[config.mk]
export PLATFORM = sky130hd
export DESIGN_NAME = pipe_hazard_ctrl
export DESIGN_NICKNAME = d
export VERILOG_FILES = /design/src/rtl/pipe_hazard_ctrl_pkg.sv /design/src/rtl/pipe_hazard_ctrl_hazard_scoreboard.sv /design/src/rtl/pipe_hazard_ctrl.sv
export SDC_FILE = /design/constraint.sdc
export NUM_CORES = 1
export LEC_CHECK = 0
export CAP_MARGIN = 0
export CORE_MARGIN = 2
export CORE_UTILIZATION = 53
export CTS_CLUSTER_SIZE = 14
export DETAILED_ROUTE_END_ITERATION = 8
export MAX_ROUTING_LAYER = met4
export PLACE_DENSITY_LB_ADDON = 0.08
export SLEW_MARGIN = 25
export SYNTH_ARGS = -nofsm -noshare
export SYNTH_HDL_FRONTEND = slang
export SYNTH_SLANG_ARGS = --single-unit
[constraint.sdc]
create_clock -name clk -period 9.9 [get_ports clk]
set_input_delay 1.98 -clock clk [delete_from_list [all_inputs] [get_ports clk]]
set_output_delay 1.98 -clock clk [all_outputs]
set_load 0.02 [all_outputs]
[src/rtl/pipe_hazard_ctrl_pkg.sv]
// Shared types and defaults for the pipeline hazard/flush controller.
package pipe_hazard_ctrl_pkg;

  localparam int unsigned NumGpr = 16;
  localparam int unsigned CntW   = 2;
  localparam int unsigned RegX0  = 0;

  typedef enum logic [1:0] {
    StIdle  = 2'd0,
    StDrain = 2'd1,
    StIcfl  = 2'd2,
    StRedir = 2'd3
  } ctrl_state_e;

endpackage

[src/rtl/pipe_hazard_ctrl_hazard_scoreboard.sv]
// Per-GPR in-flight writer counters with RAW and saturation hazard lookup.
module pipe_hazard_ctrl_hazard_scoreboard
  import pipe_hazard_ctrl_pkg::*;
#(
  parameter int unsigned NUM_GPR = NumGpr,
  parameter int unsigned CNT_W   = CntW
) (
  input  logic                       clk,
  input  logic                       reset,
  input  logic                       issue_en,
  input  logic [$clog2(NUM_GPR)-1:0] issue_rd,
  input  logic                       retire_en,
  input  logic [$clog2(NUM_GPR)-1:0] retire_rd,
  input  logic                       rollback_en,
  input  logic [$clog2(NUM_GPR)-1:0] rollback_rd,
  input  logic                       id_valid,
  input  logic [$clog2(NUM_GPR)-1:0] rs1,
  input  logic                       rs1_used,
  input  logic [$clog2(NUM_GPR)-1:0] rs2,
  input  logic                       rs2_used,
  input  logic [$clog2(NUM_GPR)-1:0] rd,
  input  logic                       rd_we,
  output logic                       raw_hazard,
  output logic                       sat_hazard,
  output logic                       busy
);

  localparam int unsigned AW = $clog2(NUM_GPR);
  localparam logic [AW-1:0] X0 = AW'(RegX0);
  localparam logic [CNT_W-1:0] CntMax = '1;

  logic [CNT_W-1:0] cnt_q [NUM_GPR];
  logic [CNT_W-1:0] cnt_d [NUM_GPR];
  logic [NUM_GPR-1:0] underflow;
  logic [NUM_GPR-1:0] nonzero;

  for (genvar g = 0; g < NUM_GPR; g++) begin : g_reg
    assign nonzero[g] = (cnt_q[g] != '0);

    if (g == RegX0) begin : g_x0
      assign cnt_d[g]     = '0;
      assign underflow[g] = 1'b0;
    end else begin : g_track
      logic             inc;
      logic             dec_wb;
      logic             dec_rb;
      logic [CNT_W+1:0] sum;
      logic [CNT_W+1:0] sub;
      logic [CNT_W+1:0] diff;

      assign inc    = issue_en && (issue_rd == AW'(g));
      assign dec_wb = retire_en && (retire_rd == AW'(g));
      assign dec_rb = rollback_en && (rollback_rd == AW'(g));

      // Issue, retire and rollback all land on the same edge as one net delta.
      assign sum          = {2'b00, cnt_q[g]} + (CNT_W+2)'(inc);
      assign sub          = (CNT_W+2)'(dec_wb) + (CNT_W+2)'(dec_rb);
      assign diff         = sum - sub;
      assign underflow[g] = (sum < sub);
      assign cnt_d[g]     = underflow[g] ? '0 : diff[CNT_W-1:0];
    end
  end

  always_ff @(posedge clk) begin
    for (int i = 0; i < NUM_GPR; i++) begin
      if (reset) begin
        cnt_q[i] <= '0;
      end else begin
        cnt_q[i] <= cnt_d[i];
      end
    end
  end

  always_comb begin
    raw_hazard = id_valid &&
                 ((rs1_used && (rs1 != X0) && (cnt_q[rs1] != '0)) ||
                  (rs2_used && (rs2 != X0) && (cnt_q[rs2] != '0)));
    sat_hazard = rd_we && (cnt_q[rd] == CntMax);
    busy       = |nonzero;
  end

  assert property (@(posedge clk) disable iff (reset) underflow == '0);

endmodule

[src/rtl/pipe_hazard_ctrl.sv]
// Pipeline hazard and flush controller: RAW scoreboard stall, redirect flushes, fence.i sequencing.
// Optional performance counters are built when PIPE_HAZARD_PERF_EN is defined.
module pipe_hazard_ctrl
  import pipe_hazard_ctrl_pkg::*;
#(
  parameter int unsigned NUM_GPR = NumGpr,
  parameter int unsigned CNT_W   = CntW
) (
  input  logic                       clk,
  input  logic                       reset,
  input  logic                       id_valid,
  input  logic [$clog2(NUM_GPR)-1:0] id_rs1,
  input  logic [$clog2(NUM_GPR)-1:0] id_rs2,
  input  logic                       id_rs1_used,
  input  logic                       id_rs2_used,
  input  logic [$clog2(NUM_GPR)-1:0] id_rd,
  input  logic                       id_rd_we,
  input  logic                       idex_in_ready,
  output logic                       id_stall,
  input  logic                       idex_valid,
  input  logic [$clog2(NUM_GPR)-1:0] idex_rd,
  input  logic                       idex_rd_we,
  input  logic                       wb_valid,
  input  logic [$clog2(NUM_GPR)-1:0] wb_rd,
  input  logic                       wb_we,
  input  logic                       exe_redirect,
  input  logic                       exe_fence_i,
  input  logic [31:0]                exe_redirect_pc,
  input  logic                       lsu_busy,
  output logic                       icache_flush,
  input  logic                       icache_flush_done,
  output logic                       flush_ifid,
  output logic                       flush_idex,
  output logic                       pc_redirect_valid,
  output logic [31:0]                pc_redirect_pc,
  output logic                       sb_busy,
  output logic [31:0]                perf_raw_stall_cnt,
  output logic [31:0]                perf_flush_cnt
);

  localparam int unsigned AW = $clog2(NUM_GPR);
  localparam logic [AW-1:0] X0 = AW'(RegX0);

  ctrl_state_e state_q, state_d;
  logic [31:0] pc_q, pc_d;
  logic        icache_flush_q;
  logic        raw_hazard;
  logic        sat_hazard;
  logic        fire;
  logic        issue_en;
  logic        retire_en;
  logic        rollback_en;

  assign id_stall    = raw_hazard || sat_hazard || (state_q != StIdle) || flush_idex;
  assign fire        = id_valid && !id_stall && idex_in_ready;
  assign issue_en    = fire && id_rd_we && (id_rd != X0);
  assign retire_en   = wb_valid && wb_we && (wb_rd != X0);
  // Flushed ID/EXE contents never reach WB, so their reservation is returned here.
  assign rollback_en = flush_idex && idex_valid && idex_rd_we && (idex_rd != X0);

  pipe_hazard_ctrl_hazard_scoreboard #(
    .NUM_GPR (NUM_GPR),
    .CNT_W   (CNT_W)
  ) u_scoreboard (
    .clk         (clk),
    .reset       (reset),
    .issue_en    (issue_en),
    .issue_rd    (id_rd),
    .retire_en   (retire_en),
    .retire_rd   (wb_rd),
    .rollback_en (rollback_en),
    .rollback_rd (idex_rd),
    .id_valid    (id_valid),
    .rs1         (id_rs1),
    .rs1_used    (id_rs1_used),
    .rs2         (id_rs2),
    .rs2_used    (id_rs2_used),
    .rd          (id_rd),
    .rd_we       (id_rd_we),
    .raw_hazard  (raw_hazard),
    .sat_hazard  (sat_hazard),
    .busy        (sb_busy)
  );

  always_comb begin
    state_d           = state_q;
    pc_d              = pc_q;
    flush_ifid        = 1'b0;
    flush_idex        = 1'b0;
    pc_redirect_valid = 1'b0;
    pc_redirect_pc    = '0;
    unique case (state_q)
      StIdle: begin
        // fence.i takes priority; its redirect is deferred until the icache is clean.
        if (exe_fence_i) begin
          flush_ifid = 1'b1;
          flush_idex = 1'b1;
          pc_d       = exe_redirect_pc;
          state_d    = StDrain;
        end else if (exe_redirect) begin
          flush_ifid        = 1'b1;
          flush_idex        = 1'b1;
          pc_redirect_valid = 1'b1;
          pc_redirect_pc    = exe_redirect_pc;
        end
      end
      StDrain: begin
        if (!sb_busy && !lsu_busy) begin
          state_d = StIcfl;
        end
      end
      StIcfl: begin
        if (icache_flush_done) begin
          state_d = StRedir;
        end
      end
      StRedir: begin
        pc_redirect_valid = 1'b1;
        pc_redirect_pc    = pc_q;
        state_d           = StIdle;
      end
      default: state_d = StIdle;
    endcase
  end

  always_ff @(posedge clk) begin
    if (reset) begin
      state_q        <= StIdle;
      pc_q           <= '0;
      icache_flush_q <= 1'b0;
    end else begin
      state_q        <= state_d;
      pc_q           <= pc_d;
      icache_flush_q <= (state_d == StIcfl);
    end
  end

  assign icache_flush = icache_flush_q;

  assert property (@(posedge clk) disable iff (reset)
    (state_q != StIdle) |-> !(exe_redirect || exe_fence_i));

`ifdef PIPE_HAZARD_PERF_EN
  logic [31:0] perf_raw_q;
  logic [31:0] perf_flush_q;

  always_ff @(posedge clk) begin
    if (reset) begin
      perf_raw_q   <= '0;
      perf_flush_q <= '0;
    end else begin
      if (id_valid && raw_hazard) begin
        perf_raw_q <= perf_raw_q + 32'd1;
      end
      if (flush_idex) begin
        perf_flush_q <= perf_flush_q + 32'd1;
      end
    end
  end

  assign perf_raw_stall_cnt = perf_raw_q;
  assign perf_flush_cnt     = perf_flush_q;
`else
  assign perf_raw_stall_cnt = '0;
  assign perf_flush_cnt     = '0;
`endif

endmodule

==> results of run 1 <==
==> critical path: cells and delay by family <==
kind            cells  cell delay [ns]
mux                 1             0.59
buf+inv             3             1.69
compound gates      2             0.38
simple gates        3             0.62
==> cell families (layout without fill, tap and decap cells) <==
logic type / count (synthesis) / count (layout) / share of synthesized area (%)
AND/OR/NAND/NOR: 292 / 292 / 25.2
multiplexers: 11 / 11 / 3.82
flip-flops: 65 / 65 / 22.8
buffers and inverters: 139 / 159 / 14.1
XOR/XNOR: 15 / 15 / 2.30
adder cells (fa/ha/maj): 79 / 79 / 19.3
AO/OA/AOI/OAI: 108 / 108 / 12.4
other: 1 / 64 / 0.0657
==> synthesized netlist by cell type (7+ instances only) <==
| cell type | n |
|---|---|
| nor2_1 | 96 |
| nand2_1 | 86 |
| buf_4 | 65 |
| dfxtp_1 | 65 |
| ha_1 | 64 |
| a21oi_1 | 47 |
| inv_1 | 37 |
| a22oi_1 | 32 |
| nor3_1 | 26 |
| clkbuf_1 | 25 |
| nor3b_1 | 25 |
| fa_1 | 15 |
| xor2_1 | 15 |
| nor4_1 | 13 |
| nand3_1 | 9 |
| nor4_2 | 9 |
| o21ai_0 | 8 |
| mux4_2 | 7 |
| nand2b_1 | 7 |
==> stage by stage <==
| stage | util, % | power (W) | setup WS [ns] | hold slack (ns) | area [um2] |
|---|---|---|---|---|---|
| 4_1_cts | 64.7 | 0.000706 | 2.63 | 0.461 | 6710 |
| 5_1_grt | 64.7 | 0.000738 | 2.46 | 0.480 | 6710 |
| 2_1_floorplan | - | 0.000429 | 4.33 | 0.437 | 5940 |
| 3_5_place_dp | 62.9 | 0.000483 | 2.63 | 0.451 | 6520 |
| 3_3_place_gp | 62.9 | 0.000481 | 2.69 | 0.442 | 6520 |
| 6_report | 64.7 | 0.000703 | 2.66 | 0.458 | 6710 |
==> routing by layer <==
layer  GRT usage (%)  share of wire (%)
met5               -                  0
met4            7.51                1.6
met3            5.15                6.3
met2            43.4                 48
met1            35.5                 44
==> cell usage in the layout, fill, tap and decap left out, types with 4 or more instances in the layout <==
master / instances
nand3_1: 9
nor2_1: 95
nor4_2: 9
nor4_1: 13
mux4_2: 7
o21ai_0: 8
clkdlybuf4s50_1: 103
conb_1: 64
nand4_1: 4
fa_1: 15
a22oi_1: 32
xor2_1: 15
clkbuf_8: 9
inv_1: 37
dfxtp_1: 65
nand2b_1: 7
nor3_1: 26
nand2_1: 85
nor2b_1: 6
nor3b_1: 25
ha_1: 62
a21oi_1: 47
==> worst max-delay path by stage <==
stage          depth (start not counted)       end      from
3_3_place_gp                           9  id_stall  id_rd[0]
4_1_cts                                9  id_stall  id_rd[0]
2_1_floorplan                          7  id_stall  id_rd[0]
5_1_grt                                9  id_stall  id_rd[0]
6_report                               9  id_stall  id_rd[0]
3_5_place_dp                           9  id_stall  id_rd[0]
==> cell type report <==
class                           instances  area, um2
Multi-Input combinational cell        569       3860
Clock inverter                          5       57.6
Sequential cell                        65       1300
Inverter                               37        139
Timing Repair Buffer                  107       1060
Clock buffer                           10        128
Fill cell                             937       3660
Tap cell                              136        170
==> report_power, final <==
group / leakage [nW] / internal (W) / total [W] / switching [W]
clock: 0.0844 / 0.000114 / 0.000223 / 0.000109
sequential: 0.529 / 0.000274 / 0.000284 / 0.00000935
combinational: 2.14 / 0.0000749 / 0.000196 / 0.000121
total: 2.75 / 0.000464 / 0.000703 / 0.000240
==> sequential cells by signal (all words and copies together) (netlist names) <==
register,cells
icache_flush,1
u_scoreboard.cnt_q,30
pc_q,32
state_q,2
==> summary.txt, run 1 <==
Placed design
  – HPWL Detailed: 11600 um
  – Port Buf Inserts: 104
  – Placed insts: 914
  – Gpl congestion: 0.920

Logic synthesis
  – Area leader, netlist: dfxtp_1
  – Ranking of synthesized cells by area: dfxtp_1 23%, ha_1 14%, buf_4 8.6%, nor2_1 6.3%, nand2_1 5.7%
  – Yosys Warn Count: 0
  – Avg Cell Area, Syn: 8.03 um2
  – Post-synth ARST share: 0%
  – Synthesized flop and latch total: 65
  – Yosys cell types: between 50 and 60
  – Cells after Synth: a little over 700
  – Number of synthesized flops with an enable pin: 0
  – Synthesized area: between 5000 and 6000 um2
  – Post-synth top area share: 22.8%
  – Sequential cell area fraction in the yosys report: 22.8%
  – Top_reg_cell synth: dfxtp_1

Critical path
  – Crit Path Class: primary input to output pin
  – Crit path max fanout: 16
  – Slowest stage delay, CP: 0.91 ns
  – RR Endpoint: u_scoreboard.cnt_q[15][0]$_SDFF_PP0_
  – Worst reg-to-reg path cell count: 11
  – Most used cell, CP: clkdlybuf4s50_1
  – Worst endpoint data arrival time: 5.26 ns
  – CP max stage cell: clkdlybuf4s50_1
  – Worst r2r src: u_scoreboard.cnt_q[9][1]$_SDFF_PP0_
  – Crit start category: primary input
  – R2R setup slack: 6.29 ns
  – CP Cell Sequence: clkdlybuf4s50_1 -> mux4_2 -> nor2b_1 -> nor4b_1 -> o2111ai_2 -> o41ai_4 -> buf_4 -> or3_1 -> clkdlybuf4s50_1
  – Req. time, crit path: 7.92 ns
  – Setup crit end kind: output pin

Cells and area
  – Final cell count without fillers: 929
  – Synth-to-Final Area Change: 17.7%
  – Nets@finish: ~940
  – Layout cell share with drive strength beyond 1: 5.93%
  – N_diodes: 0

Timing
  – Max-slew violations: 0
  – RSZ-0062 raised after global routing: no
  – Period utilization: 73.1%
  – Worst relative slew slack: between 40% and 50%
  – Min Tclk post-route: 7.24 ns
  – Clk_skew: 0.0148 ns
  – Setup TNS: 0 ns
  – Final setup fails: 0
  – Fmax achieved: 138 MHz
  – Worst Tran Pin Value: 0.816 ns
  – Hold Vio Cnt, Final: 0

Global routing
  – Vias in the first global route: around 4800
  – Initial antenna violation count: 0
  – Largest net degree at the start of global routing: 65
  – First-pass GRT wire length: 24100 um
  – Global route overflow: 0
  – GR Util All Layers: 27.3%

Clock network
  – Htree depth: 3
  – Hold_buf cts: 0
  – Clock latency on the worst-skew pair: 0.36 ns
  – Resize count post-CTS: 0
  – CTS tree: yes
  – # Post-CTS Setup Buffers: 0
  – TritonCTS Sinks: 65
  – CTS buffer count: 9
  – Clk root buf: clkbuf_8
  – CTS Buffer Depth: 2
  – Reg clk slew, reported paths: 0.07 ns

Pwr
  – Max VDD drop: approximately 0.085 mV
  – Power density cells: 105 nW/um2
  – P_leak: 2.75 nW

Detailed routing
  – Vias/cell: 5.56
  – Vias: about 5200
  – Router iterations before antenna repair: 5
  – Initial DRC count: approximately 330
  – Wirelength per Cell: 16.4 um
  – DRC viols: 0
  – Final WL: 15200 um
  – DRT antenna net count: 0

Flow run
  – Max-cap viol count: 0

Die
  – Die Ht: around 110 um
  – Starting utilization of the core area: 55.0%
  – Row cnt: 37
  – Core ar.: 10400 um2
  – Die footprint: 11600 um2
  – Die Wd: about 110 um
  – Top-level I/O count: 169

Worst hold path
  – Hold_sp: pc_q[24]$_SDFFE_PP0P_
  – Min-Delay Endpoint: pc_q[24]$_SDFFE_PP0P_
  – Worst Hold Class: flip-flop to flip-flop
  – Hold depth: 2

Run status
  – Status: completed
No activity file was read; power rests on OpenSTA's default activity.
==> run 2, diff against run 1 <==
Settings changed: CORE_UTILIZATION 53 to 44.
Clock period 9.9 ns to 6.2 ns, I/O delays scaled along.
==> summary.txt, run 2 (same netlist as run 1, synthesis figures left out) <==
Clock network
  – CTS buffer count: 9 (unchanged)
  – Resize count post-CTS: 0 (unchanged)
  – Clk root buf: clkbuf_16 (was clkbuf_8)
  – Clock latency on the worst-skew pair: 0.34 ns (was 0.36 ns)
  – CTS tree: yes (unchanged)
  – Hold_buf cts: 0 (unchanged)
  – TritonCTS Sinks: 65 (unchanged)
  – CTS Buffer Depth: 2 (unchanged)
  – # Post-CTS Setup Buffers: 0 (unchanged)
  – Htree depth: 3 (unchanged)
  – Reg clk slew, reported paths: 0.05 ns (was 0.07 ns)

Pwr
  – Clock power share: 39.9% (was 31.7%)
  – Switching power: 0.000403 W (was 0.000240 W)
  – Sequential share of power: 35.3% (was 40.3%)
  – Power density cells: 186 nW/um2 (was 105 nW/um2)
  – Pint: 0.000882 W (was 0.000464 W)
  – Max VDD drop: 0.143 mV (was 0.0853 mV)
  – Total power: 0.00129 W (was 0.000703 W)
  – P_leak: 2.82 nW (was 2.75 nW)
  – Sw Share: 31.4% (was 34.1%)
  – Comb pwr share: 24.8% (was 27.9%)

Critical path
  – Req. time, crit path: 4.96 ns (was 7.92 ns)
  – Worst r2r src: u_scoreboard.cnt_q[1][1]$_SDFF_PP0_ (was u_scoreboard.cnt_q[9][1]$_SDFF_PP0_)
  – Crit Path Class: primary input to output pin (unchanged)
  – RR Endpoint: u_scoreboard.cnt_q[15][0]$_SDFF_PP0_ (unchanged)
  – Crit path max fanout: 15 (was 16)
  – R2R setup slack: 2.66 ns (was 6.29 ns)
  – Worst reg-to-reg path cell count: 11 (unchanged)
  – Worst endpoint data arrival time: 4.27 ns (was 5.26 ns)
  – Crit start category: primary input (unchanged)
  – Setup crit end kind: output pin (unchanged)

Global routing
  – GR Util All Layers: 23.3% (was 27.3%)
  – Vias in the first global route: 4879 (was 4841)
  – Global route overflow: 0 (unchanged)
  – Initial antenna violation count: 0 (unchanged)
  – First-pass GRT wire length: 25100 um (was 24100 um)
  – Largest net degree at the start of global routing: 65 (unchanged)

Cells and area
  – Reg with most FFs: pc_q (unchanged)
  – Layout cell share with drive strength beyond 1: 6.16% (was 5.93%)
  – Most frequent cells in the layout: 103 x clkdlybuf4s50_1, 95 x nor2_1, 85 x nand2_1 (unchanged)
  – Synth-to-Final Area Change: 20.9% (was 17.7%)
  – Commonest non-fill, non-tap cell in the layout: clkdlybuf4s50_1 (unchanged)
  – Design Area, Final: 6900 um2 (was 6710 um2)
  – Largest register FFs: 32 (unchanged)
  – Biggest regs: pc_q: 32 flops, u_scoreboard.cnt_q: 30 flops, state_q: 2 flops (unchanged)
  – N_diodes: 0 (unchanged)
  – Nets@finish: 938 (was 935)

Timing
  – Final setup fails: 0 (unchanged)
  – Fmax achieved: 181 MHz
  – Max-slew violations: 0 (unchanged)
  – Clk_skew: 0.00828 ns (was 0.0148 ns)
  – Hold Vio Cnt, Final: 0 (unchanged)
  – Min Tclk post-route: 5.51 ns
  – RSZ-0062 raised after global routing: no (unchanged)
  – Setup TNS: 0 ns (unchanged)
  – Worst Tran Pin Value: 0.769 ns (was 0.816 ns)
  – Worst relative slew slack: 47.4% (was 45.4%)
  – Period utilization: around nine tenths
  – Final worst-path setup slack: 0.690 ns (was 2.66 ns)

Worst hold path
  – Hold depth: 2 (unchanged)
  – Min-Delay Endpoint: pc_q[9]$_SDFFE_PP0P_ (was pc_q[24]$_SDFFE_PP0P_)
  – Worst Hold Class: flip-flop to flip-flop (unchanged)
  – Hold_sp: pc_q[9]$_SDFFE_PP0P_ (was pc_q[24]$_SDFFE_PP0P_)

Placed design
  – Gpl congestion: 0.895 (was 0.920)
  – Placed cell area: 6600 um2 (was 6520 um2)
  – HPWL Detailed: 12000 um (was 11600 um)
  – Post-place setup slack: 0.639 ns (was 2.63 ns)
  – Port Buf Inserts: 104 (unchanged)

Run status
  – Status: completed (unchanged)

Detailed routing
  – DRT antenna net count: 0 (unchanged)
  – Wirelength per Cell: 16.2 um (was 16.4 um)
  – Routed met2 length: 7400 um (was 7260 um)
  – Vias: 5070 (was 5167)
  – Met3 Wirelength: 836 um (was 955 um)
  – DRC viols: 0 (unchanged)
  – Vias/cell: 5.24 (was 5.56)
  – Top layer in use: met4 (unchanged)
  – Router iterations before antenna repair: 5 (unchanged)
  – Wire length on met1: 7160 um (was 6770 um)
  – Final WL: 15700 um (was 15200 um)
  – Initial DRC count: 294 (was 327)

Die
  – Die Wd: 118 um (was 108 um)
  – Row cnt: 41 (was 37)
  – Die footprint: 13900 um2 (was 11600 um2)
  – Top-level I/O count: 169 (unchanged)
  – Die Ht: 118 um (was 108 um)
  – Core ar.: 12600 um2 (was 10400 um2)
  – Starting utilization of the core area: 45.2% (was 55.0%)

Flow run
  – Max-cap viol count: 0 (unchanged)
-- run 2: cell count changes in the layout (fill, tap and decap cells not counted) --
cell / before / now
buf_4: 3 / 5
buf_8: 0 / 1
clkbuf_16: 0 / 9
clkbuf_8: 9 / 1
clkinv_2: 1 / 0
clkinv_4: 0 / 1
clkinvlp_4: 3 / 2
ha_1: 62 / 63
ha_2: 2 / 1
-- run 2: how the worst max path moves through the flow --
stage | startpoint | end | slack, ns
2_1_floorplan | id_rd[0] | id_stall | 2.11
3_3_place_gp | id_rd[0] | id_stall | 0.69
3_5_place_dp | id_rd[0] | id_stall | 0.64
4_1_cts | id_rd[0] | id_stall | 0.65
5_1_grt | id_rd[0] | id_stall | 0.52
6_report | id_rd[0] | id_stall | 0.69
-- run 2: power by group through the flow --
stage	clock network [W]	logic, W	registers, W
floorplan	0	0.000226	0.000458
global placement	0	0.000311	0.000461
detailed placement	0	0.000318	0.000462
CTS	0.000523	0.000319	0.000453
global route	0.000543	0.000345	0.000456
finish	0.000513	0.000319	0.000453
-- run 2: worst max-delay path: stages --
cell             delay, ns
clkdlybuf4s50_1       0.88
mux4_2                0.58
nor2b_1               0.13
nor4b_1               0.08
o2111ai_2             0.27
o41ai_4               0.13
or3_1                 0.40
clkdlybuf4s50_1       0.55
-- run 2: layout make-up --
class,instances,area (um2)
fill,1210,5720
multi-input combinational,569,3860
sequential,65,1300
timing repair buffer,110,1090
clock buffer,11,243
tap,172,215
inverter,37,139
clock inverter,4,53.8
-- run 2: metrics by stage --
step | hold slack, ns | cells | util, %
floorplan | 0.437 | 773 | -
global placement | 0.442 | 952 | 52.1
detailed placement | 0.451 | 953 | 52.3
CTS | 0.458 | 968 | 54.7
global route | 0.469 | 968 | 54.7
finish | 0.454 | 968 | 54.7
-- run 2: metal layers --
metal	vias to the layer above	track usage, %
met5	-	-
met1	2410	30.0
li1	2475	-
met3	22	4.22
met4	0	8.43
met2	163	36.8
